File: config.mk
export PLATFORM = sky130hd
export DESIGN_NAME = piso_serial_tx
export DESIGN_NICKNAME = d
export VERILOG_FILES = /design/src/rtl/piso_serial_tx_pkg.sv /design/src/rtl/piso_serial_tx_bit_counter.sv /design/src/rtl/piso_serial_tx.sv
export SDC_FILE = /design/constraint.sdc
export NUM_CORES = 1
export LEC_CHECK = 0
export ABC_AREA = 1
export BUFFER_PORTS_ARGS = -buffer_cell sky130_fd_sc_hd__buf_2
export CORE_MARGIN = 1
export CORE_UTILIZATION = 50
export CTS_BUF_LIST = sky130_fd_sc_hd__clkbuf_4
export CTS_CLUSTER_DIAMETER = 30
export DETAILED_ROUTE_END_ITERATION = 6
export PLACE_DENSITY = 0.78
export RECOVER_POWER = 25
export SLEW_MARGIN = 20
export SYNTH_ARGS = -nofsm -noshare
export SYNTH_HDL_FRONTEND = slang
export SYNTH_SLANG_ARGS = --single-unit
File: constraint.sdc
create_clock -name clk -period 1.1 [get_ports clk]
set_input_delay 0.165 -clock clk [delete_from_list [all_inputs] [get_ports clk]]
set_output_delay 0.165 -clock clk [all_outputs]
set_load 0.05 [all_outputs]
File: src/rtl/piso_serial_tx_pkg.sv
// Shared definitions for the parallel-in serial-out transmitter: FSM encodings
// and counter sizing helpers.
package piso_serial_tx_pkg;

  localparam logic [1:0] ST_IDLE  = 2'd0;
  localparam logic [1:0] ST_SHIFT = 2'd1;
  localparam logic [1:0] ST_GAP   = 2'd2;

  localparam int GAP_CW = 4;

  // Gap counter terminal value; a zero gap never enters ST_GAP, so any value works.
  function automatic logic [GAP_CW-1:0] gap_tc_value(input int gap);
    if (gap > 0) begin
      return GAP_CW'(gap - 1);
    end else begin
      return {GAP_CW{1'b0}};
    end
  endfunction

endpackage

File: src/rtl/piso_serial_tx_bit_counter.sv
// Up-counter with synchronous clear-to-zero load, enable and a terminal-count flag.
module piso_serial_tx_bit_counter #(
  parameter int            CW = 2,
  parameter logic [CW-1:0] TC = {CW{1'b1}}
) (
  input  logic clk,
  input  logic clear,
  input  logic load,
  input  logic enable,
  output logic tc
);

  logic [CW-1:0] count_q;
  logic [CW-1:0] count_d;

  always_comb begin
    if (load) begin
      count_d = {CW{1'b0}};
    end else if (enable) begin
      count_d = count_q + CW'(1);
    end else begin
      count_d = count_q;
    end
  end

  always_ff @(posedge clk or posedge clear) begin
    if (clear) begin
      count_q <= {CW{1'b0}};
    end else begin
      count_q <= count_d;
    end
  end

  assign tc = (count_q == TC);

endmodule

File: src/rtl/piso_serial_tx.sv
// Parallel-in serial-out transmitter with a one-word holding buffer so words can
// stream back-to-back; optional forced idle gap between words.
module piso_serial_tx
  import piso_serial_tx_pkg::*;
#(
  parameter int WIDTH     = 4,
  parameter bit MSB_FIRST = 1'b1,
  parameter int GAP       = 0
) (
  input  logic             clk,
  input  logic             clear,
  input  logic             in_valid,
  output logic             in_ready,
  input  logic [WIDTH-1:0] in_data,
  output logic             sdo,
  output logic             sframe,
  output logic             slast,
  output logic             busy
);

  localparam int                BCW     = $clog2(WIDTH);
  localparam logic [BCW-1:0]    BIT_TC  = BCW'(WIDTH - 1);
  localparam logic [GAP_CW-1:0] GAP_TC  = gap_tc_value(GAP);
  localparam bit                HAS_GAP = (GAP > 0);

  logic [1:0]       state_q, state_d;
  logic [WIDTH-1:0] hold_q, hold_d;
  logic             hold_full_q, hold_full_d;
  logic [WIDTH-1:0] shreg_q, shreg_d;
  logic             in_ready_q, in_ready_d;
  logic             sdo_q, sdo_d;
  logic             sframe_q, sframe_d;
  logic             slast_q, slast_d;

  logic             xfer_s, word_avail_s, load_s, bit_en_s, gap_load_s, gap_en_s;
  logic             bit_tc_s, gap_tc_s, out_bit_s;
  logic [WIDTH-1:0] load_word_s, shifted_s;

  piso_serial_tx_bit_counter #(.CW(BCW), .TC(BIT_TC)) u_bit_cnt (
    .clk    (clk),
    .clear  (clear),
    .load   (load_s),
    .enable (bit_en_s),
    .tc     (bit_tc_s)
  );

  piso_serial_tx_bit_counter #(.CW(GAP_CW), .TC(GAP_TC)) u_gap_cnt (
    .clk    (clk),
    .clear  (clear),
    .load   (gap_load_s),
    .enable (gap_en_s),
    .tc     (gap_tc_s)
  );

  // A held word always goes first; with an empty hold an arriving word bypasses it.
  always_comb begin
    xfer_s       = in_valid && in_ready_q;
    word_avail_s = hold_full_q || xfer_s;
    load_word_s  = hold_full_q ? hold_q : in_data;
    out_bit_s    = MSB_FIRST ? shreg_q[WIDTH-1] : shreg_q[0];
    shifted_s    = MSB_FIRST ? {shreg_q[WIDTH-2:0], 1'b0} : {1'b0, shreg_q[WIDTH-1:1]};
  end

  always_comb begin
    state_d    = state_q;
    load_s     = 1'b0;
    bit_en_s   = 1'b0;
    gap_load_s = 1'b0;
    gap_en_s   = 1'b0;
    sdo_d      = 1'b0;
    sframe_d   = 1'b0;
    slast_d    = 1'b0;
    case (state_q)
      ST_IDLE: begin
        if (word_avail_s) begin
          load_s  = 1'b1;
          state_d = ST_SHIFT;
        end else begin
          state_d = ST_IDLE;
        end
      end
      ST_SHIFT: begin
        sdo_d    = out_bit_s;
        sframe_d = 1'b1;
        slast_d  = bit_tc_s;
        if (!bit_tc_s) begin
          bit_en_s = 1'b1;
        end else if (HAS_GAP) begin
          gap_load_s = 1'b1;
          state_d    = ST_GAP;
        end else if (word_avail_s) begin
          load_s  = 1'b1;
          state_d = ST_SHIFT;
        end else begin
          state_d = ST_IDLE;
        end
      end
      ST_GAP: begin
        if (!gap_tc_s) begin
          gap_en_s = 1'b1;
        end else if (word_avail_s) begin
          load_s  = 1'b1;
          state_d = ST_SHIFT;
        end else begin
          state_d = ST_IDLE;
        end
      end
      default: begin
        state_d = ST_IDLE;
      end
    endcase
  end

  // in_ready can only be high while the hold is empty, so a reload from hold
  // never coincides with a fresh transfer into it.
  always_comb begin
    if (load_s) begin
      shreg_d = load_word_s;
    end else if (bit_en_s) begin
      shreg_d = shifted_s;
    end else begin
      shreg_d = shreg_q;
    end
    if (load_s && hold_full_q) begin
      hold_full_d = 1'b0;
      hold_d      = hold_q;
    end else if (xfer_s && !load_s) begin
      hold_full_d = 1'b1;
      hold_d      = in_data;
    end else begin
      hold_full_d = hold_full_q;
      hold_d      = hold_q;
    end
    in_ready_d = !hold_full_d;
  end

  always_ff @(posedge clk or posedge clear) begin
    if (clear) begin
      state_q     <= ST_IDLE;
      hold_q      <= {WIDTH{1'b0}};
      hold_full_q <= 1'b0;
      shreg_q     <= {WIDTH{1'b0}};
      in_ready_q  <= 1'b0;
      sdo_q       <= 1'b0;
      sframe_q    <= 1'b0;
      slast_q     <= 1'b0;
    end else begin
      state_q     <= state_d;
      hold_q      <= hold_d;
      hold_full_q <= hold_full_d;
      shreg_q     <= shreg_d;
      in_ready_q  <= in_ready_d;
      sdo_q       <= sdo_d;
      sframe_q    <= sframe_d;
      slast_q     <= slast_d;
    end
  end

  assign in_ready = in_ready_q;
  assign sdo      = sdo_q;
  assign sframe   = sframe_q;
  assign slast    = slast_q;
  assign busy     = (state_q != ST_IDLE) || hold_full_q;

endmodule

=== Yosys cells after proc, flatten, opt, wreduce, memory -nomap -nowiden ===
Index checks and enable logic that the tools add are counted.
Widths: inputs -> output; s select.

* Memories: 0
* Logic and storage cells: 53
* Output and inout port bits: 5
* Input port bits: 7
* Memory bits (read-only): 0
* Memory bits (writable): 0
* Latch bits: 0
* Register bits after elaboration: 21

* Reductions and logical operators: 13
* Shift-type cells: 0
* Order comparisons: 0
* Muxes and demuxes: 22
* Equal/unequal tests: 5
* Multiply operators: 0
* Bitwise operators: 1
* Divide/modulo/power cells: 0
* Add/subtract/negate cells: 2

{| class="wikitable"
|+ Operator list
! cell !! number
|-
| $mux 1 || 13
|-
| $mux 4 || 3
|-
| $mux 2 || 4
|-
| $pmux 2 s3 || 1
|-
| $add 4x1->4 const B || 1
|-
| $eq 2x2->1 const B || 2
|-
| $logic_not 4->1 || 1
|-
| $ne 2x2->1 const B || 2
|-
| $reduce_and 2->1 || 2
|-
| $reduce_bool 2->1 || 2
|-
| $logic_and 1x1->1 || 3
|-
| $pmux 1 s3 || 1
|-
| $add 2x1->2 const B || 1
|-
| $eq 2x1->1 const B || 1
|-
| $logic_not 1->1 || 2
|-
| $logic_not 2->1 || 1
|-
| $logic_or 1x1->1 || 2
|-
| $not 1->1 || 1
|}

=== Longest topological paths before layout ===
Gate-level depths: netlist (run 1).

* Depth in word-level cells: 10
* Gate-level depth with buffers: 6
* Depth with buffers taken out: 6

=== By module ===
From an unflattened synthesis (run 1), not the netlist that was laid out.

* Cell total of the unflattened synthesis: 84
* Area, all modules: 745.7 um^2

{| class="wikitable"
|+ Modules (own cells, without submodules)
! module !! seq. area each (um^2) !! cells an instance !! times used !! area each (um^2)
|-
| piso_serial_tx || 350.3 || 71 || 1 || 644.4
|-
| piso_serial_tx_bit_counter || 50.0 || 13 || 1 || 101.3
|}

=== Worst setup path after synthesis (run 1) ===
OpenSTA, ideal clock, no wires.

* Kind: register to register
* Start: reg in_ready_q (netlist: in_ready)
* End: reg shreg_q[0]
* Cell stages (with the launch flop): 6
* Path buffers: 0
* Library setup time: 0.117 ns
* Data required time: 0.983 ns
* Data arrival time: 1.133 ns
* Setup slack: -0.150 ns
* Cell sequence: dfrtp_1 -> nand2_1 -> nand2_4 -> inv_2 -> nand3_1 -> nand2_1

* Longest elaborated chain between the ends: 6

{| class="wikitable"
|+ RTL lines
! element !! RTL line !! text
|-
| start: declaration || piso_serial_tx.sv:30 || <nowiki>logic in_ready_q, in_ready_d;</nowiki>
|-
| start signal: assignment || piso_serial_tx.sv:152 || <nowiki>in_ready_q <= in_ready_d;</nowiki>
|-
| $logic_and 1x1->1 (*) || piso_serial_tx.sv:57 || <nowiki>xfer_s = in_valid && in_ready_q;</nowiki>
|-
| $logic_or 1x1->1 (*) || piso_serial_tx.sv:58 || <nowiki>word_avail_s = hold_full_q || xfer_s;</nowiki>
|-
| $mux 1 (*) || piso_serial_tx.sv:75, piso_serial_tx.sv:91, piso_serial_tx.sv:101 ||
|-
| $mux 1, on equally long branches || piso_serial_tx.sv:99, piso_serial_tx.sv:86 ||
|-
| $pmux 1 s3 (*) || piso_serial_tx.sv:73 || <nowiki>case (state_q)</nowiki>
|-
| $mux 4 or $reduce_bool 2->1 (tied branches) || n/a ||
|-
| end signal: assignment || piso_serial_tx.sv:142 || <nowiki>shreg_q <= {WIDTH{1'b0}};</nowiki>
|-
| end signal: assignment || piso_serial_tx.sv:151 || <nowiki>shreg_q <= shreg_d;</nowiki>
|-
| end: declaration || piso_serial_tx.sv:29 || <nowiki>logic [WIDTH-1:0] shreg_q, shreg_d;</nowiki>
|}

Every way passes the cells marked *; elsewhere a longest branch is shown, timed or not.
A chain may end at the register's enable or synchronous reset.

=== Worst setup path in the final report (run 1) ===
* Start: reg hold_full_q
* End: out busy

* Longest elaborated chain between the ends: 1

{| class="wikitable"
|+ RTL lines
! element !! RTL line !! text
|-
| start: declaration || piso_serial_tx.sv:28 || <nowiki>logic hold_full_q, hold_full_d;</nowiki>
|-
| start signal: assignment || piso_serial_tx.sv:150 || <nowiki>hold_full_q <= hold_full_d;</nowiki>
|-
| $logic_or 1x1->1 || piso_serial_tx.sv:163 || <nowiki>assign busy = (state_q != ST_IDLE) || hold_full_q;</nowiki>
|-
| end: declaration || piso_serial_tx.sv:18 || <nowiki>output logic busy</nowiki>
|}

Every way passes these cells.

==> results.txt, run 1 <==
----------------------------------------------------
[Power]
  Static leakage power ... 0.0004951 µW
  Design Power ... 2909 µW
  Power Density ... 3146 mW/mm²
  Peak ir drop on the vdd network ... 0.001611 V

[Global route]
  Global routing usage summed across all routing layers ... 0.2169
  Met1 routing resource usage after global routing ... 0.2664
  Pin count of the biggest net entering global routing ... 17
  Met2 usage in global routing ... 0.3525
  Vias in the first global route ... 516
  Routing layer with the top usage in global route ... met2
  Initial antenna violation count ... 0
  Met3 track demand over resource in global routing ... 0.05114
  Wire length of the first global-routing pass ... 2.118 mm
  Gr ovfl total ... 0

[CTS]
  Total CTS buffers ... 3
  Reg clk slew, reported paths ... 0.09 ns
  TritonCTS clock tree ... yes
  Longest Clk Path Bufs ... 2
  Clock H-tree levels ... 1
  Insertion delay to the later sink of the worst-skew pair ... 0.29 ns
  Cell at the root of the clock tree ... sky130_fd_sc_hd__clkbuf_4
  TritonCTS sink count ... 16

[Timing]
  Clock period minus worst slack ... 1.241 ns
  Worst rel slew slack ... 0.7327
  Number of setup violations in the final report ... 1
  Highest clock rate ... 805.9 MHz
  Minimum setup slack in the final design ... -0.1408 ns
  Setup repair after global routing missed its margin ... true
  Summed negative setup slack over all endpoints ... -0.1408 ns
  Endpoints failing hold ... 0
  Post-route clock period utilization ... 1.128
  Clock tree skew after final layout ... 0.006172 ns
  Slew at the pin closest to its max-slew limit ... 0.4010 ns
  Final count of pins violating max slew ... 0

[Placed design]
  Post-DP HPWL ... 1.011 mm
  Number of placed cells counting well taps ... 109
  # port buffers ... 11
  Post-placement cell area ... 804.5 µm²
  Worst setup slack before clock tree synthesis ... -0.09282 ns
  Global placer's final weighted congestion ... 0.8117

[Worst setup path]
  Required time at the endpoint of the critical path ... 0.94 ns
  Arr. time, crit path ... 1.08 ns
  Element type at the critical path end ... output port
  Element type at the critical path start ... flip-flop
  Type of the setup path with the least slack ... reg -> out
  CP max FO ... 2

[Worst hold path]
  Class of the worst hold path ... in -> reg

[Floorplanning]
  Die height ... 39.50 µm
  Initial cell density of the core ... 0.5404
  Site row count ... 13
  Core outline area ... 0.001301 mm²
  Floorplan die area ... 0.001560 mm²
  Die Wd ... 39.50 µm
  Count of boundary I/O pins ... 12

[Logic synthesis]
  Synth cell types ... 15
  Number of flip-flops and latches in the synthesized netlist ... 16
  Dominant cells by area after synthesis ... sky130_fd_sc_hd__dfrtp_1 (57%), sky130_fd_sc_hd__nand2_1 (14%), sky130_fd_sc_hd__nand3_1 (7.1%)
  Netlist area before placement ... 703.2 µm²
  Yosys warning count ... 0
  Synthesized netlist cell count ... 79
  Part of the Yosys area used for sequential elements ... 0.5694
  Average cell area after synthesis ... 8.901 µm²
  Syn nets ... 87
  Area share of the leading cell type in the synthesized netlist ... 0.5694
  Synth area leader ... sky130_fd_sc_hd__dfrtp_1

[Cells and area]
  Post-layout instance count excluding filler cells ... 117
  Number of antenna diodes ... 0
  Number of nets in the final layout ... 111
  Layout-stage area growth over the synthesis result ... 31.49%
  Filler instances ... 100
  Cell area after layout ... 924.6 µm²
  Share of final-layout standard cells stronger than drive strength 1 ... 0.3431
  Most common library cell in the layout ignoring fill and taps ... sky130_fd_sc_hd__nand2_1
  Commonest non-fill, non-tap cells in the layout ... sky130_fd_sc_hd__nand2_1 (24), sky130_fd_sc_hd__dfrtp_1 (15), sky130_fd_sc_hd__nand3_1 (10)

[Job]
  Number of violations of the max-capacitance limit ... 0

[Drt]
  Detailed Route WL ... 1.436 mm
  Via count ... 586
  Via/cell ratio ... 5.009
  Final antenna-violating net count ... 0
  Initial drt markers ... 18
  Mean routed wirelength per cell ... 12.27 µm
  Post-route DRC violation count ... 0
  TritonRoute pass-1 iters ... 4

[Outcome]
  Result of the run ... complete, but fails checks
  Failing checks ... setup timing

----------------------------------------------------
-- routing by layer --
metal / part of all wire / wire (µm)
met3: 0.056 / 81
met2: 0.50 / 721
met1: 0.42 / 607
met5: 0 / 0
met4: 0.017 / 25
-- repair_timing --
action                                  CTS  global route
cloned                                    1             0
endpoints found under the setup margin   14            11
hold buffers                              1             0
endpoints found under the hold margin    16             0
resized for setup                        11             7
buffers inserted                          1             1
pin swaps                                 5             2
-- report_power, final --
part | total [µW] | switching [µW] | internal, µW
Sequential | 1000 | 155 | 848
Combinational | 1600 | 1000 | 594
Clock | 308 | 176 | 132
-- sequential cells by signal, summed over array words and instances (netlist names) --
| register | flops |
|---|---|
| hold_q | 4 |
| shreg_q | 4 |
| u_bit_cnt.count_q | 2 |
| hold_full_q | 1 |
| in_ready | 1 |
| sdo | 1 |
| sframe | 1 |
| slast | 1 |
| state_q | 1 |
-- area by class of cell --
cell class              count  area (µm²)  area share
clock buffers               3       22.52     0.02436
repair buffers             19       131.4      0.1421
clock inverters             1       3.754    0.004060
well taps                  15       18.77     0.02030
inverters                  12       55.05     0.05954
multi-input cells          51       291.5      0.3153
flip-flops and latches     16       401.6      0.4344
-- path summary, 6_finish.rpt --
check | from | endpoint | slack, ns | cells past startpoint
min in group asynchronous | clear | hold_q[0] | 0.48 | 4
max in group asynchronous | clear | in_ready | 0.31 | 4
worst min-delay path | in_data[2] | hold_q[2] | 0.12 | 3
worst max register to register | u_bit_cnt.count_q[0] | hold_q[0] | 0.02 | 5
worst min register to register | hold_q[3] | hold_q[3] | 0.50 | 2
worst max-delay path | hold_full_q | busy | -0.14 | 2
-- synth_stat cells --
cell type,number
sky130_fd_sc_hd__nand4_1,3
sky130_fd_sc_hd__ha_1,1
sky130_fd_sc_hd__nand2_1,26
sky130_fd_sc_hd__or2_2,1
sky130_fd_sc_hd__nand2_2,1
sky130_fd_sc_hd__nand3_1,10
sky130_fd_sc_hd__inv_2,4
sky130_fd_sc_hd__dfrtp_1,16
sky130_fd_sc_hd__nand2_4,1
sky130_fd_sc_hd__o21ai_0,1
sky130_fd_sc_hd__inv_1,8
sky130_fd_sc_hd__o21ai_1,4
sky130_fd_sc_hd__or2_0,1
sky130_fd_sc_hd__buf_6,1
sky130_fd_sc_hd__nand4_2,1
-- per-stage QoR --
step | hold slack, ns | utilization
2_1_floorplan | 0.07867 | -
3_3_place_gp | 0.1760 | 0.6183
3_5_place_dp | 0.1806 | 0.6183
4_1_cts | 0.1145 | 0.6904
5_1_grt | 0.1121 | 0.7106
6_report | 0.1167 | 0.7106
-- worst max-delay path, cell delays in order (launching register included) --
cell	delay [ns]
sky130_fd_sc_hd__dfrtp_1	0.39
sky130_fd_sc_hd__or2_4	0.25
sky130_fd_sc_hd__buf_8	0.15
-- logic make-up after synthesis --
| group | count (synthesis) | share of synthesized area |
|---|---|---|
| DFF | 16 | 0.5694 |
| and+or+nand+nor | 44 | 0.2972 |
| adders and majority gates | 1 | 0.01779 |
| buffers and inverters | 13 | 0.08007 |
| AOI/OAI and AO/OA | 5 | 0.03558 |
No activity file was read; power rests on OpenSTA's default activity.
==> run 2, diff against run 1 <==
--- a/config.mk
+++ b/config.mk
@@ -5,7 +5,7 @@
 export SDC_FILE = /design/constraint.sdc
 export NUM_CORES = 1
 export LEC_CHECK = 0
-export ABC_AREA = 1
+export ABC_CLOCK_PERIOD_IN_PS = 1100
 export BUFFER_PORTS_ARGS = -buffer_cell sky130_fd_sc_hd__buf_2
 export CORE_MARGIN = 1
 export CORE_UTILIZATION = 50
==> run 2 against run 1 <==
Against the previous run:
- the flow still finishes with violations (setup timing)
- global-route usage grew 0.39 points
- via count shrank 12%
- critical path depth grew 2
- hold slack is essentially flat
- total power grew 13%
- sequential power is essentially flat
- die area shrank 0.51%
- highest routed layer is now met3
==> results.txt, run 2 <==
----------------------------------------------------
[Placed design]
  Post-DP HPWL ... 878 µm (was 1.011 mm)
  Worst setup slack before clock tree synthesis ... -0.2683 ns (was -0.09282 ns)
  Number of placed cells counting well taps ... 85 (was 109)
  # port buffers ... 11 (unchanged)
  Global placer's final weighted congestion ... 0.7530 (was 0.8117)

[Power]
  Sequential share of power ... 0.315 (was 0.345)
  Internal power summed over all cells ... 1886 µW (was 1573 µW)
  Proportion of total power due to net switching ... 0.4248 (was 0.4592)
  Peak ir drop on the vdd network ... 0.002125 V (was 0.001611 V)
  Combinational power share ... 0.577 (was 0.549)
  Share of total power in the clock network ... 0.107 (was 0.106)
  Static leakage power ... 0.0004486 µW (was 0.0004951 µW)
  Reported net switching power ... 1393 µW (was 1336 µW)
  Power Density ... 3512 mW/mm² (was 3146 mW/mm²)

[Floorplanning]
  Die Wd ... 39.40 µm (was 39.50 µm)
  Count of boundary I/O pins ... 12 (unchanged)
  Die height ... 39.40 µm (was 39.50 µm)
  Floorplan die area ... 0.001552 mm² (was 0.001560 mm²)
  Site row count ... 13 (unchanged)
  Core outline area ... 0.001301 mm² (unchanged)
  Initial cell density of the core ... 0.5375 (was 0.5404)

[Global route]
  Global routing usage summed across all routing layers ... 0.2207 (was 0.2169)
  Initial antenna violation count ... 0 (unchanged)
  Wire length of the first global-routing pass ... 2.256 mm (was 2.118 mm)
  Pin count of the biggest net entering global routing ... 17 (unchanged)
  Vias in the first global route ... 500 (was 516)
  Gr ovfl total ... 0 (unchanged)

[Logic synthesis]
  Part of the Yosys area used for sequential elements ... 0.5725 (was 0.5694)
  Number of enable flip-flop cells after synthesis ... 0 (unchanged)
  Netlist area before placement ... 699.4 µm² (was 703.2 µm²)
  Share of synthesized cell area in full adder, half adder and majority cells ... 0.01789 (was 0.01779)
  Number of flip-flops and latches in the synthesized netlist ... 16 (unchanged)
  Synthesized netlist cell count ... 58 (was 79)
  Simple-gate share of the synthesized area ... 0.1592 (was 0.2972)
  Area share of the leading cell type in the synthesized netlist ... 0.5725 (was 0.5694)
  Synth cell types ... 21 (was 15)
  Dominant cells by area after synthesis ... sky130_fd_sc_hd__dfrtp_1 (57%), sky130_fd_sc_hd__mux2_4 (8.6%), sky130_fd_sc_hd__a211oi_1 (4.3%) (was sky130_fd_sc_hd__dfrtp_1 (57%), sky130_fd_sc_hd__nand2_1 (14%), sky130_fd_sc_hd__nand3_1 (7.1%))
  Multiplexer share of the synthesized area ... 0.1002 (was 0)
  Largest family of logic cells by synthesized area ... simple AND/OR/NAND/NOR gates (unchanged)
  Leading cell type by number of instances after synthesis ... sky130_fd_sc_hd__dfrtp_1 (was sky130_fd_sc_hd__nand2_1)
  Yosys warning count ... 0 (unchanged)
  Synth Area in XOR/XNOR ... 0 (unchanged)
  Average cell area after synthesis ... 12.06 µm² (was 8.901 µm²)
  Synth area leader ... sky130_fd_sc_hd__dfrtp_1 (unchanged)
  Most frequently used flop master after synthesis ... sky130_fd_sc_hd__dfrtp_1 (unchanged)
  Cell types with the highest counts after synthesis ... sky130_fd_sc_hd__dfrtp_1 (16), sky130_fd_sc_hd__nand2_1 (7), sky130_fd_sc_hd__a211oi_1 (4), sky130_fd_sc_hd__mux2_4 (4), sky130_fd_sc_hd__o21ai_0 (4) (was sky130_fd_sc_hd__nand2_1 (26), sky130_fd_sc_hd__dfrtp_1 (16), sky130_fd_sc_hd__nand3_1 (10), sky130_fd_sc_hd__inv_1 (8))
  Complex-gate fraction of the synthesized area ... 0.1163 (was 0.03559)
  Syn nets ... 66 (was 87)
  Async set-reset flop share out of synthesis ... 1.000 (unchanged)

[Timing]
  Post-route clock period utilization ... 1.266 (was 1.128)
  Highest clock rate ... 718.3 MHz (was 805.9 MHz)
  Endpoints failing hold ... 0 (unchanged)
  Minimum setup slack in the final design ... -0.2922 ns (was -0.1408 ns)
  Number of setup violations in the final report ... 13 (was 1)
  Worst rel slew slack ... 0.7375 (was 0.7327)
  Slew at the pin closest to its max-slew limit ... 0.3938 ns (was 0.4010 ns)
  Final count of pins violating max slew ... 0 (unchanged)
  Clock tree skew after final layout ... 0.01141 ns (was 0.006172 ns)
  Summed negative setup slack over all endpoints ... -2.936 ns (was -0.1408 ns)
  Clock period minus worst slack ... 1.392 ns (was 1.241 ns)
  Setup repair after global routing missed its margin ... true (unchanged)

[Worst hold path]
  Worst hold stages ... 2 (was 3)
  Class of the worst hold path ... in -> reg (unchanged)

[Drt]
  Initial drt markers ... 12 (was 18)
  TritonRoute pass-1 iters ... 4 (unchanged)
  Final antenna-violating net count ... 0 (unchanged)
  Post-route DRC violation count ... 0 (unchanged)
  Detailed Route WL ... 1.518 mm (was 1.436 mm)
  Via count ... 515 (was 586)
  Mean routed wirelength per cell ... 15.65 µm (was 12.27 µm)
  Via/cell ratio ... 5.309 (was 5.009)

[CTS]
  Longest Clk Path Bufs ... 2 (unchanged)
  Clock H-tree levels ... 1 (unchanged)
  TritonCTS clock tree ... yes (unchanged)
  Cell at the root of the clock tree ... sky130_fd_sc_hd__clkbuf_4 (unchanged)
  Total CTS buffers ... 3 (unchanged)
  Insertion delay to the later sink of the worst-skew pair ... 0.29 ns (about the same)
  Reg clk slew, reported paths ... 0.10 ns (was 0.09 ns)
  TritonCTS sink count ... 16 (unchanged)

[Worst setup path]
  CP max-delay cell ... sky130_fd_sc_hd__dfrtp_1 (unchanged)
  WP depth ... 4 (was 2)
  Combined buffer and inverter count along the critical path ... 0 (was 1)
  Family of cells with the greatest summed delay on the critical path ... flip-flops (unchanged)
  Cells along the critical path ... ha_2 -> and2b_2 -> nand3_4 -> mux2_4 (was or2_4 -> buf_8)
  Element type at the critical path start ... flip-flop (unchanged)
  Element type at the critical path end ... flip-flop (was output port)
  Worst Reg-to-Reg Cells ... 4 (was 5)
  Type of the setup path with the least slack ... reg -> reg (was reg -> out)
  Required time at the endpoint of the critical path ... 1.27 ns (was 0.94 ns)
  Arr. time, crit path ... 1.56 ns (was 1.08 ns)
  Maximum single-stage delay on the critical path ... 0.42 ns (was 0.39 ns)
  CP max FO ... 4 (was 2)

[Job]
  Number of violations of the max-capacitance limit ... 0 (unchanged)

[Cells and area]
  Share of final-layout standard cells stronger than drive strength 1 ... 0.5366 (was 0.3431)
  Register cell area after layout ... 401.6 µm² (unchanged)
  Most common library cell in the layout ignoring fill and taps ... sky130_fd_sc_hd__dfrtp_1 (was sky130_fd_sc_hd__nand2_1)
  Commonest non-fill, non-tap cells in the layout ... sky130_fd_sc_hd__dfrtp_1 (15), sky130_fd_sc_hd__buf_2 (9), sky130_fd_sc_hd__buf_4 (8) (was sky130_fd_sc_hd__nand2_1 (24), sky130_fd_sc_hd__dfrtp_1 (15), sky130_fd_sc_hd__nand3_1 (10))
  Filler instances ... 105 (was 100)
  Post-layout instance count excluding filler cells ... 97 (was 117)
  Area used by multi-input combinational logic ... 314.1 µm² (was 291.5 µm²)
  Number of antenna diodes ... 0 (unchanged)
  Largest regs ... hold_q x4, shreg_q x4, u_bit_cnt.count_q x2 (unchanged)
  Layout-stage area growth over the synthesis result ... 33.45% (was 31.49%)
  Number of nets in the final layout ... 91 (was 111)

[Outcome]
  Result of the run ... complete, but fails checks (unchanged)
  Failing checks ... setup timing (unchanged)

----------------------------------------------------
[run 2: changes by cell type after synthesis, sizes merged, moves of 2 or more]
cell    change
nand2      -21
nor2b       +3
o21ai       +2
inv        -10
nand3       -7
mux2        +4
nand4       -4
a211oi      +4
and2        +2
[run 2: cell type report]
| class | count | share of cell area |
|---|---|---|
| multi-input combinational | 38 | 0.3365 |
| timing repair buffer | 22 | 0.1729 |
| inverter | 2 | 0.008043 |
| tap | 15 | 0.02011 |
| sequential | 16 | 0.4303 |
| clock buffer | 4 | 0.03217 |
[run 2: per-stage QoR]
step	util	power, µW	area (µm²)	hold WS [ns]
5_1_grt	0.7173	3479	933.4	0.09137
3_5_place_dp	0.6019	2364	783.3	0.1775
2_1_floorplan	-	2076	703.2	0.07867
3_3_place_gp	0.6019	2309	783.3	0.1755
6_report	0.7173	3278	933.4	0.1168
4_1_cts	0.6721	2884	874.6	0.1215
[run 2: worst paths after layout]
check                                  to  slack (ns)            startpoint
worst max-delay path            hold_q[0]       -0.29  u_bit_cnt.count_q[0]
worst min-delay path            hold_q[3]        0.12            in_data[3]
worst max register to register  hold_q[0]       -0.29  u_bit_cnt.count_q[0]
worst min register to register        sdo        0.49            shreg_q[3]
max in group asynchronous        in_ready        0.33                 clear
min in group asynchronous          sframe        0.47                 clear
[run 2: what timing repair did]
| action | in CTS | in global routing |
|---|---|---|
| resized for setup | 7 | 12 |
| setup endpoints to repair | 14 | 14 |
| buffers inserted | 4 | 3 |
| hold endpoints to repair | 16 | 0 |
| pin swaps | 2 | 3 |
| hold buffers | 1 | 0 |
[run 2: cell families (layout without fill, tap and decap cells)]
family                   count (synthesis)  in the layout
multiplexers                             5              5
buffers and inverters                    4             28
adder cells (fa/ha/maj)                  1              1
AND/OR/NAND/NOR                         19             19
flip-flops                              16             16
AO/OA/AOI/OAI                           13             13
[run 2: routing by layer]
layer | GRT usage | wire length (µm) | vias up
met2 | 0.3607 | 809 | 11
li1 | - | - | 245
met1 | 0.3040 | 667 | 259
met5 | 0 | 0 | -
met4 | 0 | 0 | 0
met3 | 0.06818 | 41 | 0
[run 2: power by group through the flow]
stage / logic [µW] / registers (µW) / clock network [µW]
6_report: 1890 / 1030 / 352
5_1_grt: 2010 / 1060 / 400
4_1_cts: 1520 / 1020 / 349
3_5_place_dp: 1310 / 1050 / 0
3_3_place_gp: 1270 / 1040 / 0
2_1_floorplan: 831 / 1240 / 0
==> run 3, diff against run 2 <==
--- a/config.mk
+++ b/config.mk
@@ -13,7 +13,6 @@
 export CTS_CLUSTER_DIAMETER = 30
 export DETAILED_ROUTE_END_ITERATION = 6
 export PLACE_DENSITY = 0.78
-export RECOVER_POWER = 25
 export SLEW_MARGIN = 20
 export SYNTH_ARGS = -nofsm -noshare
 export SYNTH_HDL_FRONTEND = slang
==> run 3 against run 2 <==
Against the previous run:
- the run still ends with setup timing left
- final area increased by 0.27%
- first-iteration DRC count unchanged
- combinational power about the same
- die area unchanged
- critical path depth unchanged
==> results.txt, run 3 (synthesized netlist as in run 2, its figures left out) <==
----------------------------------------------------
[Floorplanning]
  Core outline area ... 0.001301 mm² (unchanged)
  Initial cell density of the core ... 0.5375 (unchanged)
  Count of boundary I/O pins ... 12 (unchanged)
  Die Wd ... 39.40 µm (unchanged)
  Floorplan die area ... 0.001552 mm² (unchanged)
  Site row count ... 13 (unchanged)
  Die height ... 39.40 µm (unchanged)

[Cells and area]
  Commonest non-fill, non-tap cells in the layout ... sky130_fd_sc_hd__dfrtp_1 (15), sky130_fd_sc_hd__buf_2 (9), sky130_fd_sc_hd__buf_4 (9) (was sky130_fd_sc_hd__dfrtp_1 (15), sky130_fd_sc_hd__buf_2 (9), sky130_fd_sc_hd__buf_4 (8))
  Number of antenna diodes ... 0 (unchanged)
  Filler instances ... 104 (was 105)
  Layout-stage area growth over the synthesis result ... 33.81% (was 33.45%)
  Largest regs ... hold_q x4, shreg_q x4, u_bit_cnt.count_q x2 (unchanged)
  Share of final-layout standard cells stronger than drive strength 1 ... 0.5366 (unchanged)
  Core Util, Final ... 0.7192 (was 0.7173)
  Cell area after layout ... 935.9 µm² (was 933.4 µm²)
  Number of nets in the final layout ... 91 (unchanged)
  Most common library cell in the layout ignoring fill and taps ... sky130_fd_sc_hd__dfrtp_1 (unchanged)

[Worst hold path]
  Startpoint of the lowest-slack hold path ... in_data[3] (unchanged)
  Endpoint with the worst hold slack ... hold_q[3] (unchanged)
  Worst hold stages ... 2 (unchanged)
  Class of the worst hold path ... in -> reg (unchanged)

[Placed design]
  Post-placement cell area ... 783.3 µm² (unchanged)
  # port buffers ... 11 (unchanged)
  Global placer's final weighted congestion ... 0.7530 (unchanged)
  Post-DP HPWL ... 878 µm (unchanged)

[Drt]
  TritonRoute pass-1 iters ... 4 (unchanged)
  Initial drt markers ... 12 (unchanged)
  Final antenna-violating net count ... 0 (unchanged)
  Detailed Route WL ... 1.518 mm (unchanged)
  WL met1 ... 667 µm (unchanged)
  Via count ... 516 (was 515)
  Via/cell ratio ... 5.320 (was 5.309)
  Highest routed metal layer ... met3 (unchanged)
  Post-route DRC violation count ... 0 (unchanged)
  Met2 wirelength from detailed routing ... 809 µm (unchanged)
  Met3 wire length ... 41 µm (unchanged)
  Mean routed wirelength per cell ... 15.65 µm (unchanged)

[Worst setup path]
  FF-to-FF setup slack ... -0.29 ns (about the same)
  Cells along the critical path ... ha_2 -> and2b_2 -> nand3_4 -> mux2_4 (unchanged)
  Required time at the endpoint of the critical path ... 1.27 ns (about the same)
  Maximum single-stage delay on the critical path ... 0.42 ns (about the same)
  Type of the setup path with the least slack ... reg -> reg (unchanged)
  Worst Reg-to-Reg Cells ... 4 (unchanged)
  CP max-delay cell ... sky130_fd_sc_hd__dfrtp_1 (unchanged)
  Element type at the critical path end ... flip-flop (unchanged)
  Element type at the critical path start ... flip-flop (unchanged)
  Worst reg2reg path endpoint ... hold_q[0] (unchanged)
  CP max FO ... 4 (unchanged)
  Arr. time, crit path ... 1.56 ns (about the same)
  Worst reg2reg path startpoint ... u_bit_cnt.count_q[0] (unchanged)

[Timing]
  Post-route clock period utilization ... 1.266 (unchanged)
  Highest clock rate ... 718.3 MHz (unchanged)
  Slew at the pin closest to its max-slew limit ... 0.3518 ns (was 0.3938 ns)
  Clock period minus worst slack ... 1.392 ns (unchanged)
  Worst rel slew slack ... 0.7655 (was 0.7375)
  Number of setup violations in the final report ... 13 (unchanged)
  Clock tree skew after final layout ... 0.01141 ns (unchanged)
  Final count of pins violating max slew ... 0 (unchanged)
  Minimum setup slack in the final design ... -0.2922 ns (unchanged)
  Summed negative setup slack over all endpoints ... -2.936 ns (about the same)
  Endpoints failing hold ... 0 (unchanged)
  Setup repair after global routing missed its margin ... true (unchanged)

[Job]
  Number of violations of the max-capacitance limit ... 0 (unchanged)

[Outcome]
  Failing checks ... setup timing (unchanged)
  Result of the run ... complete, but fails checks (unchanged)

[Power]
  Design Power ... 3280 µW (was 3278 µW)
  Static leakage power ... 0.0004492 µW (was 0.0004486 µW)
  Peak ir drop on the vdd network ... 0.002125 V (about the same)
  Power Density ... 3504 mW/mm² (was 3512 mW/mm²)

[CTS]
  Reg clk slew, reported paths ... 0.10 ns (about the same)
  Longest Clk Path Bufs ... 2 (unchanged)
  Insertion delay to the later sink of the worst-skew pair ... 0.29 ns (about the same)
  TritonCTS sink count ... 16 (unchanged)
  TritonCTS clock tree ... yes (unchanged)
  Total CTS buffers ... 3 (unchanged)
  Clock H-tree levels ... 1 (unchanged)
  Cell at the root of the clock tree ... sky130_fd_sc_hd__clkbuf_4 (unchanged)

[Global route]
  Gr ovfl total ... 0 (unchanged)
  Initial antenna violation count ... 0 (unchanged)
  Wire length of the first global-routing pass ... 2.256 mm (unchanged)
  Vias in the first global route ... 500 (unchanged)
  Pin count of the biggest net entering global routing ... 17 (unchanged)
  Global routing usage summed across all routing layers ... 0.2207 (unchanged)

----------------------------------------------------
-- run 3: how the worst max path moves through the flow --
| stage | from | to | slack, ns |
|---|---|---|---|
| 6_report | u_bit_cnt.count_q[0] | hold_q[0] | -0.29 |
| 3_5_place_dp | u_bit_cnt.count_q[1] | hold_q[2] | -0.27 |
| 2_1_floorplan | u_bit_cnt.count_q[0] | hold_q[0] | -0.28 |
| 3_3_place_gp | u_bit_cnt.count_q[1] | hold_q[3] | -0.26 |
| 4_1_cts | u_bit_cnt.count_q[0] | hold_q[0] | -0.26 |
| 5_1_grt | u_bit_cnt.count_q[0] | hold_q[0] | -0.35 |
-- run 3: stage by stage --
step                instances  setup WS (ns)  hold WS, ns
global route               97        -0.3508      0.09137
CTS                        94        -0.2638       0.1215
detailed placement         85        -0.2683       0.1775
global placement           85        -0.2636       0.1755
finish                     97        -0.2922       0.1168
floorplan                  58        -0.2801      0.07867
-- run 3: per-layer routing --
| metal | vias up | track usage |
|---|---|---|
| met5 | - | 0 |
| met4 | 0 | 0 |
| met3 | 0 | 0.06818 |
| met2 | 11 | 0.3607 |
| met1 | 260 | 0.3040 |
| li1 | 245 | - |
-- run 3: report_power, final --
part	internal [µW]	switching, µW
Clock	165	187
Combinational	855	1040
Sequential	867	168
Total	1890	1390
-- run 3: timing repair --
| action | 4_1_cts | 5_1_grt |
|---|---|---|
| gates resized for setup | 7 | 12 |
| hold buffers | 1 | 0 |
| setup endpoints to repair | 14 | 14 |
| pin swaps | 2 | 3 |
| buffers inserted | 4 | 3 |
| endpoints found under the hold margin | 16 | 0 |
-- run 3: area by class of cell --
class / count / area [µm²] / share of cell area
Inverter: 2 / 7.507 / 0.008021
Tap cell: 15 / 18.77 / 0.02005
Sequential cell: 16 / 401.6 / 0.4291
Timing Repair Buffer: 22 / 163.9 / 0.1751
Clock buffer: 4 / 30.03 / 0.03209
Multi-Input combinational cell: 38 / 314.1 / 0.3356
-- run 3: worst max-delay path, delay by kind of cell (launching register included) --
kind | cells | cell delay [ns]
fa+ha+maj | 1 | 0.20
flops | 1 | 0.42
mux | 1 | 0.31
simple gates | 2 | 0.34
